**src/rtl/decimate_mc.sv**
```systemverilog
// Multi-lane decimator: keeps sample P of every M (PICK) or sums each M-sample frame (SUM).
// One-cycle latency from the completing valid_in; no backpressure, every valid sample is consumed.
module decimate_mc #(
    parameter int  NUM_CH     = 2,
    parameter int  WIDTH      = 16,
    parameter int  MAX_FACTOR = 16,
    localparam int CW         = $clog2(MAX_FACTOR) + 1,
    localparam int OW         = WIDTH + $clog2(MAX_FACTOR)
) (
    input  logic                   clk,
    input  logic                   rst_n,
    input  logic                   valid_in,
    input  logic [NUM_CH*WIDTH-1:0] data_in,
    input  logic [CW-1:0]          factor,
    input  logic [CW-1:0]          phase,
    input  logic                   mode,
    input  logic                   flush,
    output logic                   valid_out,
    output logic [NUM_CH*OW-1:0]   data_out,
    output logic                   frame_active
);
    localparam logic [CW-1:0] MAXF = CW'(MAX_FACTOR);
    localparam logic [CW-1:0] ONE  = CW'(1);

    logic [CW-1:0]        cnt_q, cnt_d, m_q, p_q;
    logic                 mode_q;
    logic signed [OW-1:0] acc_q  [NUM_CH];
    logic signed [OW-1:0] hold_q [NUM_CH];
    logic                 valid_out_q;
    logic [NUM_CH*OW-1:0] data_out_q;

    logic                 start, last, mode_eff;
    logic [CW-1:0]        fac_c, ph_c, m_eff, p_eff, idx;
    logic signed [OW-1:0] smp_c  [NUM_CH];
    logic signed [OW-1:0] sum_c  [NUM_CH];
    logic signed [OW-1:0] pick_c [NUM_CH];

    // A frame starts on cnt==0 or on flush; the first sample uses the live controls, not the latched ones.
    always_comb begin
        start = flush || (cnt_q == '0);
        fac_c = factor;
        if (factor == '0)
            fac_c = ONE;
        else if (factor > MAXF)
            fac_c = MAXF;
        ph_c     = (phase > fac_c - ONE) ? fac_c - ONE : phase;
        m_eff    = start ? fac_c : m_q;
        p_eff    = start ? ph_c  : p_q;
        mode_eff = start ? mode  : mode_q;
        idx      = start ? '0    : cnt_q;
        last     = (idx == m_eff - ONE);
        cnt_d    = cnt_q;
        if (valid_in)
            cnt_d = last ? '0 : idx + ONE;
        else if (flush)
            cnt_d = '0;
        for (int k = 0; k < NUM_CH; k++) begin
            smp_c[k]  = {{(OW-WIDTH){data_in[k*WIDTH+WIDTH-1]}}, data_in[k*WIDTH +: WIDTH]};
            sum_c[k]  = (start ? '0 : acc_q[k]) + smp_c[k];
            pick_c[k] = (p_eff == m_eff - ONE) ? smp_c[k] : hold_q[k];
        end
    end

    always_ff @(posedge clk or negedge rst_n) begin
        if (!rst_n) begin
            cnt_q       <= '0;
            m_q         <= ONE;
            p_q         <= '0;
            mode_q      <= 1'b0;
            valid_out_q <= 1'b0;
            data_out_q  <= '0;
            for (int k = 0; k < NUM_CH; k++) begin
                acc_q[k]  <= '0;
                hold_q[k] <= '0;
            end
        end else begin
            cnt_q       <= cnt_d;
            valid_out_q <= valid_in && last;
            if (valid_in && start) begin
                m_q    <= fac_c;
                p_q    <= ph_c;
                mode_q <= mode;
            end
            for (int k = 0; k < NUM_CH; k++) begin
                if (valid_in) begin
                    acc_q[k] <= (mode_eff && !last) ? sum_c[k] : '0;
                    if (!mode_eff && idx == p_eff)
                        hold_q[k] <= smp_c[k];
                    else if (flush)
                        hold_q[k] <= '0;
                    if (last)
                        data_out_q[k*OW +: OW] <= mode_eff ? sum_c[k] : pick_c[k];
                end else if (flush) begin
                    acc_q[k]  <= '0;
                    hold_q[k] <= '0;
                end
            end
        end
    end

    assign valid_out    = valid_out_q;
    assign data_out     = data_out_q;
    assign frame_active = (cnt_q != '0);
endmodule

```
**config.mk**
```make
export PLATFORM = sky130hd
export DESIGN_NAME = decimate_mc
export DESIGN_NICKNAME = d
export VERILOG_FILES = /design/src/rtl/decimate_mc.sv
export SDC_FILE = /design/constraint.sdc
export NUM_CORES = 1
export LEC_CHECK = 0
export CORE_MARGIN = 3
export CORE_UTILIZATION = 58
export CTS_CLUSTER_DIAMETER = 200
export DETAILED_ROUTE_END_ITERATION = 6
export PLACE_DENSITY_LB_ADDON = 0.05
export SYNTH_ARGS = -nofsm -noshare
export SYNTH_HDL_FRONTEND = slang
export SYNTH_SLANG_ARGS = --single-unit
```
**constraint.sdc**
```tcl
create_clock -name clk -period 5 [get_ports clk]
set_input_delay 1 -clock clk [delete_from_list [all_inputs] [get_ports clk]]
set_output_delay 1 -clock clk [all_outputs]
set_load 0.01 [all_outputs]
```
==> results.py, run 1 <==
metrics = {
    "sta": {
        "skew_ns": 0.00634,
        "finalHoldViolCount": 0,
        "max_slew.worst_pin.slew_ns": 0.704,
        "drv_slew": 0,
        "timing.final.crit_share_pct": 93.4,
        "relSlewSlack_pct": 51.8,
        "period_needed_ns": 4.67,
        "finalSetupTns_ns": 0,
        "finalSetupViolCount": 0,
        "setup_ws_ns": 0.329,
        "fmax_ghz": 0.214,
        "rsz0062_at_grt": "no",
    },
    "final_layout": {
        "mostFrequentLayoutCell": "dfrtp_1",
        "register_area_mm2": 0.00343,
        "drive_above_1_share_pct": 9.27,
        "diodes": 0,
        "area_growth_pct": 19.3,
        "nets": 1108,
        "post-route-cell-area_mm2": 0.0107,
        "layout_common_cells": "dfrtp_1 (136), nand2_1 (93), clkdlybuf4s50_1 (86)",
        "multiInputGateArea_mm2": 0.00518,
        "fillerInstances": 1077,
    },
    "clocking": {
        "clock_latency_ns": 0.42,
        "htree_levels": 4,
        "post_cts_buffers": 0,
        "cts.sinks": 137,
        "root_buffer": "clkbuf_16",
        "cts_inserted_buffers": 17,
        "cts_resized": 0,
        "cts_tree": "done",
        "hold_buffers": 0,
        "path_clk_slew_ns": 0.06,
        "cts_max_path_buffers": 2,
    },
    "route": {
        "drt_iter0_drc": 508,
        "ant_nets": 0,
        "wirelength_mm": 23.1,
        "wl_per_cell_um": 19.1,
        "highest_layer": "met4",
        "met3_length_mm": 1.30,
        "vias": 7607,
        "drc": 0,
        "drt-pass1-iter-count": 5,
        "wl_met1_mm": 9.94,
        "via_per_inst": 6.29,
        "wl_met2_mm": 11.3,
    },
    "global_routing": {
        "grt.overflow.total": 0,
        "grt_use_total_pct": 28.4,
        "grt_max_degree": 62,
        "antenna_found_initial": 0,
        "grt_pass1_vias": 7828,
        "grt_pass1_wl_mm": 38.4,
    },
    "critical_path": {
        "r2r_end": "data_out[18]$_DFFE_PN0P_",
        "crit_required_ns": 5.29,
        "crit_path_end": "hold_q[1]$_DFF_PN0_",
        "critPathLaunch": "factor[1]",
        "critPathKind": "in2reg",
        "r2r_cells": 14,
        "startpoint_type": "input port",
        "reg2reg_slack_ns": 0.54,
        "path_max_fanout": 18,
        "cp-end-kind": "flop",
        "cp.arrival_ns": 4.96,
        "rr_startpoint": "cnt_q[1]$_DFFE_PN0P_",
    },
    "yosys": {
        "yosys_warnings": 0,
        "synth_edf_count": 0,
        "ys_ff_latch": 137,
        "syn_area_per_cell_um2": 9.67,
        "ys.flop_type": "dfrtp_1",
        "seq_area_frac_synth_pct": 38.4,
        "netlist_area_mm2": 0.00893,
        "ys_async_sr_fraction_pct": 100,
        "synth_fp_nets": 1019,
        "synthCells": 924,
        "synth.distinct_cells": 72,
    },
    "floorplan": {
        "coreArea_mm2": 0.0148,
        "start_util_pct": 60.3,
        "dieArea_mm2": 0.0169,
        "fp.dieW_um": 130,
        "num_rows": 44,
        "ios": 89,
        "die_y_um": 130,
    },
    "outcome": {
        "status": "finished, final reports clean",
    },
    "placed_design": {
        "place_ws_ns": -0.0575,
        "place_area_mm2": 0.0100,
        "port-buffer-count": 88,
        "place_congestion": 0.955,
        "dpl.hpwl_mm": 15.7,
    },
    "flow_run": {
        "cap_violations": 0,
    },
    "power": {
        "peakVddDrop_mv": 0.263,
        "p_leak_nw": 5.00,
        "power_density_mw_per_mm2": 346,
    },
    "hold_path": {
        "hold_class": "reg2reg",
        "min_from": "acc_q[36]$_DFFE_PN0P_",
    },
}
-- synthesized netlist by cell type (11+ instances only) --
library cell,n,area (um2)
a211oi_1,13,97.6
a21o_1,15,113
a21oi_1,40,200
a22o_1,30,263
and2_1,46,288
buf_2,17,85.1
clkbuf_1,22,82.6
dfrtp_1,136,3400
ha_1,46,576
inv_1,24,90.1
mux2_1,30,338
mux2i_1,34,340
nand2_1,93,349
nand3_1,27,135
nor2_1,35,131
nor2b_1,36,225
nor3_1,11,55.1
o211ai_1,21,158
o211ai_2,11,138
o21ai_0,49,245
o31ai_1,15,113
or3_1,12,75.1
xnor2_1,28,245
xor2_1,15,131
-- metal layers --
metal	GRT usage [%]	vias up
met1	37.0	3725
met5	0	-
met3	4.01	51
li1	-	3551
met2	48.6	280
met4	10.1	0
-- critical path: stages --
cell and delay (ns):
clkdlybuf4s50_1 0.49, nor3_1 0.06, o21bai_1 0.18, ha_1 0.19, nor4b_1 0.23, a21oi_1 0.10, ha_1 0.33, and3_1 0.19
o21a_1 0.21, o21a_1 0.27, mux2i_1 0.34, o211ai_1 0.17, a2111oi_4 0.48, o21ai_2 0.11, buf_4 0.25, mux2_1 0.35
-- worst min-delay path by stage --
| stage | endpoint | slack, ns | cells after the start |
|---|---|---|---|
| after floorplan | acc_q[12]$_DFFE_PN0P_ | 0.44 | 2 |
| after CTS | acc_q[36]$_DFFE_PN0P_ | 0.47 | 2 |
| after global placement | acc_q[12]$_DFFE_PN0P_ | 0.46 | 2 |
| after global routing | acc_q[12]$_DFFE_PN0P_ | 0.50 | 2 |
| final | acc_q[36]$_DFFE_PN0P_ | 0.47 | 2 |
| after detailed placement | acc_q[12]$_DFFE_PN0P_ | 0.46 | 2 |
-- power breakdown --
part	internal [mW]	switching (mW)	total [mW]
clock network	0.867	0.462	1.33
registers	1.25	0.0987	1.35
logic	0.475	0.532	1.01
total	2.60	1.09	3.69
-- cell families (layout without fill, tap and decap cells) --
family | count (synthesis) | count (layout) | synth area share, %
and+or+nand+nor | 286 | 286 | 16.3
AOI/OAI and AO/OA | 270 | 270 | 22.1
DFF | 137 | 137 | 38.4
buffers and inverters | 72 | 173 | 3.91
muxes | 68 | 68 | 8.13
adders and majority gates | 48 | 48 | 6.89
xor gates and xnor gates | 43 | 43 | 4.22
-- through the flow --
stage          utilization [%]  instances  total power, mW  hold WS, ns
3_3_place_gp              67.8       1178             2.33        0.455
5_1_grt                   72.0       1209             3.87        0.503
3_5_place_dp              67.8       1178             2.37        0.464
4_1_cts                   72.0       1209             3.71        0.474
6_report                  72.0       1209             3.69        0.473
2_1_floorplan                -        924             1.94        0.442
-- sequential cells by signal, indices dropped and copies added, names as in the netlist --
name	cells
m_q	5
hold_q	40
p_q	5
acc_q	40
valid_out	1
data_out	40
cnt_q	5
mode_q	1
-- area by class of cell --
| type | count | area share [%] |
|---|---|---|
| Timing Repair Buffer | 117 | 10.4 |
| Multi-Input combinational cell | 715 | 48.6 |
| Sequential cell | 137 | 32.2 |
| Clock buffer | 22 | 4.45 |
| Tap cell | 184 | 2.16 |
| Inverter | 25 | 0.892 |
| Clock inverter | 9 | 1.36 |
Power figures use the tool's default switching activity.
==> run 2, diff against run 1 <==
Settings changed: MAX_ROUTING_LAYER set to met4.
==> results.py, run 2 (same netlist as run 1, synthesis figures left out) <==
metrics = {
    "sta": {
        "period_needed_ns": 4.66,
        "skew_ns": 0.00972,
        "relSlewSlack_pct": 50.0,
        "finalSetupTns_ns": 0,
        "timing.final.crit_share_pct": 93.2,
        "max_slew.worst_pin.slew_ns": 0.731,
        "rsz0062_at_grt": "no",
        "finalHoldViolCount": 0,
        "finalSetupViolCount": 0,
        "drv_slew": 0,
        "fmax_ghz": 0.215,
    },
    "placed_design": {
        "dpl.hpwl_mm": 15.9,
        "place_congestion": 0.958,
        "port-buffer-count": 88,
        "place_area_mm2": 0.0100,
    },
    "route": {
        "wl_per_cell_um": 19.5,
        "wirelength_mm": 23.6,
        "drt-pass1-iter-count": 5,
        "vias": 7593,
        "via_per_inst": 6.28,
        "drt_iter0_drc": 514,
        "drc": 0,
        "ant_nets": 0,
    },
    "critical_path": {
        "critPathKind": "in2reg",
        "rr_startpoint": "cnt_q[1]$_DFFE_PN0P_",
        "reg2reg_slack_ns": 0.52,
        "cp.arrival_ns": 4.96,
        "r2r_end": "acc_q[38]$_DFFE_PN0P_",
        "cp-end-kind": "flop",
        "path_max_fanout": 18,
        "crit_required_ns": 5.30,
        "r2r_cells": 14,
        "startpoint_type": "input port",
    },
    "clocking": {
        "root_buffer": "clkbuf_16",
        "cts_max_path_buffers": 2,
        "clock_latency_ns": 0.43,
        "path_clk_slew_ns": 0.06,
        "cts_tree": "done",
        "htree_levels": 4,
        "hold_buffers": 0,
        "cts_inserted_buffers": 17,
        "cts.sinks": 137,
    },
    "floorplan": {
        "fp.dieW_um": 130,
        "num_rows": 44,
        "start_util_pct": 60.3,
        "coreArea_mm2": 0.0148,
        "dieArea_mm2": 0.0169,
        "ios": 89,
        "die_y_um": 130,
    },
    "power": {
        "power_density_mw_per_mm2": 351,
        "p_leak_nw": 5.00,
        "peakVddDrop_mv": 0.269,
    },
    "final_layout": {
        "diodes": 0,
        "mostFrequentLayoutCell": "dfrtp_1",
        "post-route-cell-area_mm2": 0.0107,
        "area_growth_pct": 19.8,
        "final_util_pct": 72.3,
        "layout_common_cells": "dfrtp_1 (136), nand2_1 (93), clkdlybuf4s50_1 (86)",
        "nets": 1107,
        "drive_above_1_share_pct": 9.46,
    },
    "global_routing": {
        "grt_max_degree": 58,
        "grt_pass1_vias": 7923,
        "grt.overflow.total": 0,
        "grt_pass1_wl_mm": 39.5,
        "grt_use_total_pct": 30.2,
        "antenna_found_initial": 0,
    },
    "flow_run": {
        "cap_violations": 0,
    },
    "hold_path": {
        "hold_class": "in2async",
    },
    "outcome": {
        "status": "finished, final reports clean",
    },
}
-- run 2: changes by cell type in the layout (fill, tap and decap cells not counted), sizes merged --
| cell | before | now |
|---|---|---|
| clkinvlp | 0 | 3 |
| clkbuf | 22 | 20 |
| buf | 31 | 30 |
| bufinv | 4 | 5 |
| clkinv | 6 | 5 |
-- run 2: where the power goes --
| group | leakage, nW | total [mW] | switching (mW) | internal, mW |
|---|---|---|---|---|
| Combinational | 2.84 | 1.01 | 0.533 | 0.477 |
| Clock | 0.312 | 1.40 | 0.489 | 0.909 |
| Sequential | 1.85 | 1.35 | 0.0990 | 1.25 |
| Total | 5.00 | 3.76 | 1.12 | 2.64 |
-- run 2: routing by layer --
layer  up-vias  global-route usage, %  wire length [um]
met4         0                   10.2               431
met3        39                   4.58              1170
met2       243                   49.5             11600
met5         -                      -                 0
met1      3759                   38.5             10400
li1       3552                      -                 -
-- run 2: worst max path at each step --
stage,depth (start not counted),end,from
after floorplan,14,acc_q[19]$_DFFE_PN0P_,flush
after global placement,16,hold_q[7]$_DFF_PN0_,factor[1]
after detailed placement,16,hold_q[5]$_DFF_PN0_,factor[1]
after CTS,16,hold_q[9]$_DFF_PN0_,factor[1]
after global routing,16,hold_q[5]$_DFF_PN0_,factor[1]
final,16,hold_q[9]$_DFF_PN0_,factor[1]
-- run 2: area by class of cell --
class	count	area (um2)
multi-input cells	715	5180
clock inverters	12	196
clock buffers	20	457
repair buffers	116	1110
fillers	1104	4110
inverters	25	95.1
flip-flops and latches	137	3430
well taps	184	230
-- run 2: what timing repair did --
| item | CTS | global route |
|---|---|---|
| endpoints found under the setup margin | 0 | 17 |
| buffers inserted | 0 | 0 |
| gates resized for setup | 0 | 1 |
-- run 2: stage by stage --
step           total power, mW  setup WS [ns]  hold slack, ns  cells
2_1_floorplan             1.94          0.426           0.442    924
3_3_place_gp              2.33          0.129           0.456   1177
3_5_place_dp              2.37        -0.0516           0.463   1177
4_1_cts                   3.77          0.389           0.452   1209
5_1_grt                   3.94         0.0365           0.467   1209
6_report                  3.76          0.342           0.453   1209
-- run 2: critical path, stage by stage --
cell and delay [ns]:
clkdlybuf4s50_1 0.50, nor3_1 0.07, o21bai_1 0.17, ha_1 0.19, nor4b_1 0.24, a21oi_1 0.10
ha_1 0.32, and3_1 0.17, o21a_1 0.21, o21a_1 0.29, mux2i_1 0.34, o211ai_1 0.18
a2111oi_4 0.47, o21ai_2 0.11, buf_4 0.25, mux2_1 0.34
==> run 3, diff against run 2 <==
Settings changed: CELL_PAD_IN_SITES_DETAIL_PLACEMENT set to 0, CELL_PAD_IN_SITES_GLOBAL_PLACEMENT set to 2, CORE_UTILIZATION 58 to 37, SLEW_MARGIN set to 20.
==> results.py, run 3 (same netlist as run 1, synthesis figures left out) <==
metrics = {
    "clocking": {
        "path_clk_slew_ns": 0.06,
        "cts_tree": "done",
        "hold_buffers": 0,
        "cts_inserted_buffers": 17,
        "post_cts_buffers": 0,
        "clock_latency_ns": 0.42,
        "htree_levels": 4,
        "cts.sinks": 137,
        "cts_resized": 0,
        "root_buffer": "clkbuf_16",
        "cts_max_path_buffers": 2,
    },
    "sta": {
        "timing.final.crit_share_pct": 91.9,
        "max_slew.worst_pin.slew_ns": 0.728,
        "finalSetupTns_ns": 0,
        "drv_slew": 0,
        "relSlewSlack_pct": 51.5,
        "period_needed_ns": 4.60,
        "finalHoldViolCount": 0,
        "finalSetupViolCount": 0,
        "skew_ns": 0.0122,
        "setup_ws_ns": 0.403,
        "hold_ws_ns": 0.470,
        "rsz0062_at_grt": "no",
        "fmax_ghz": 0.218,
    },
    "final_layout": {
        "drive_above_1_share_pct": 10.6,
        "multiInputGateArea_mm2": 0.00519,
        "post-route-cell-area_mm2": 0.0110,
        "final_util_pct": 46.5,
        "nets": 1122,
        "fin_cells": 1357,
        "mostFrequentLayoutCell": "dfrtp_1",
        "area_growth_pct": 22.9,
        "fillerInstances": 2348,
        "layout_common_cells": "dfrtp_1 (136), nand2_1 (93), clkdlybuf4s50_1 (86)",
        "diodes": 0,
        "register_area_mm2": 0.00343,
    },
    "floorplan": {
        "coreArea_mm2": 0.0236,
        "num_rows": 56,
        "die_y_um": 161,
        "fp.dieW_um": 161,
        "start_util_pct": 37.8,
        "ios": 89,
        "dieArea_mm2": 0.0260,
    },
    "route": {
        "wl_per_cell_um": 18.7,
        "drt_iter0_drc": 307,
        "wirelength_mm": 25.4,
        "via_per_inst": 5.37,
        "vias": 7286,
        "drc": 0,
        "drt-pass1-iter-count": 4,
        "ant_nets": 0,
    },
    "hold_path": {
        "worstHoldEndpoint": "acc_q[38]$_DFFE_PN0P_",
        "holdPathStages": 2,
        "hold_class": "reg2reg",
        "min_from": "acc_q[38]$_DFFE_PN0P_",
    },
    "placed_design": {
        "port-buffer-count": 88,
        "dpl.hpwl_mm": 17.5,
        "place_area_mm2": 0.0104,
        "place_inst": 1327,
        "place_ws_ns": -0.0881,
        "place_congestion": 0.813,
    },
    "critical_path": {
        "startpoint_type": "input port",
        "crit_required_ns": 5.29,
        "reg2reg_slack_ns": 0.75,
        "critPathLaunch": "factor[1]",
        "critPathMaxStageDelay_ns": 0.49,
        "critPathKind": "in2reg",
        "cp_cell_sequence": "clkdlybuf4s50_1, nor3_1, o21bai_1, ha_1, nor4b_1, a21oi_1, ha_1, and3_1, nand3_1, o21a_1, mux2i_1, nor3_1, o211ai_4, buf_4, mux2i_1, o211ai_2",
        "cp-end-kind": "flop",
        "cp.arrival_ns": 4.88,
        "cpMaxStageDelayCell": "clkdlybuf4s50_1",
        "path_max_fanout": 11,
        "r2r_end": "acc_q[19]$_DFFE_PN0P_",
        "rr_startpoint": "cnt_q[1]$_DFFE_PN0P_",
        "r2r_cells": 12,
    },
    "global_routing": {
        "grt_use_total_pct": 20.9,
        "grt_pass1_wl_mm": 42.2,
        "grt_pass1_vias": 7521,
        "antenna_found_initial": 0,
        "grt.overflow.total": 0,
        "grt_max_degree": 71,
    },
    "flow_run": {
        "cap_violations": 0,
    },
    "power": {
        "p_leak_nw": 5.08,
        "peakVddDrop_mv": 0.169,
        "power_density_mw_per_mm2": 342,
        "power.total_mw": 3.75,
    },
    "outcome": {
        "status": "finished, final reports clean",
    },
}
[run 3: cell types whose count changed in the layout (fill, tap and decap cells not counted), sizes merged]
| cell | previous run | this run |
|---|---|---|
| clkinvlp | 3 | 2 |
| inv | 24 | 25 |
| clkinv | 5 | 6 |
| clkbuf | 20 | 17 |
| buf | 30 | 45 |
[run 3: worst max-delay path: cells and delay by family]
| family | cells | cell delay, ns |
|---|---|---|
| AOI/OAI and AO/OA | 5 | 1.04 |
| muxes | 2 | 0.73 |
| adders and majority gates | 2 | 0.50 |
| buffers and inverters | 2 | 0.80 |
| and+or+nand+nor | 5 | 0.81 |
[run 3: how the worst max path moves through the flow]
stage                     slack, ns                       end  cells past startpoint
after floorplan                0.43     acc_q[19]$_DFFE_PN0P_                     14
after global placement         0.06   data_out[4]$_DFFE_PN0P_                     16
after detailed placement      -0.09   data_out[4]$_DFFE_PN0P_                     17
after CTS                      0.37   data_out[4]$_DFFE_PN0P_                     17
after global routing           0.02  data_out[32]$_DFFE_PN0P_                     16
final                          0.40   data_out[4]$_DFFE_PN0P_                     16
[run 3: layer usage]
layer  global-route usage [%]  part of all wire (%)
met1                     29.0                    50
met2                     32.5                    46
met3                     3.26                   2.8
met4                     4.38                   1.1
met5                        -                     0
[run 3: final cells by class]
type / count / share of cell area, %
clock inverter: 13 / 1.85
tap: 319 / 3.64
clock buffer: 17 / 3.87
timing repair buffer: 131 / 11.3
inverter: 25 / 0.866
sequential: 137 / 31.2
multi-input combinational: 715 / 47.3
[run 3: power breakdown]
| part | internal [mW] | switching, mW | total [mW] |
|---|---|---|---|
| Combinational | 0.487 | 0.532 | 1.02 |
| Sequential | 1.25 | 0.0995 | 1.35 |
| Clock | 0.878 | 0.502 | 1.38 |
| Total | 2.62 | 1.13 | 3.75 |
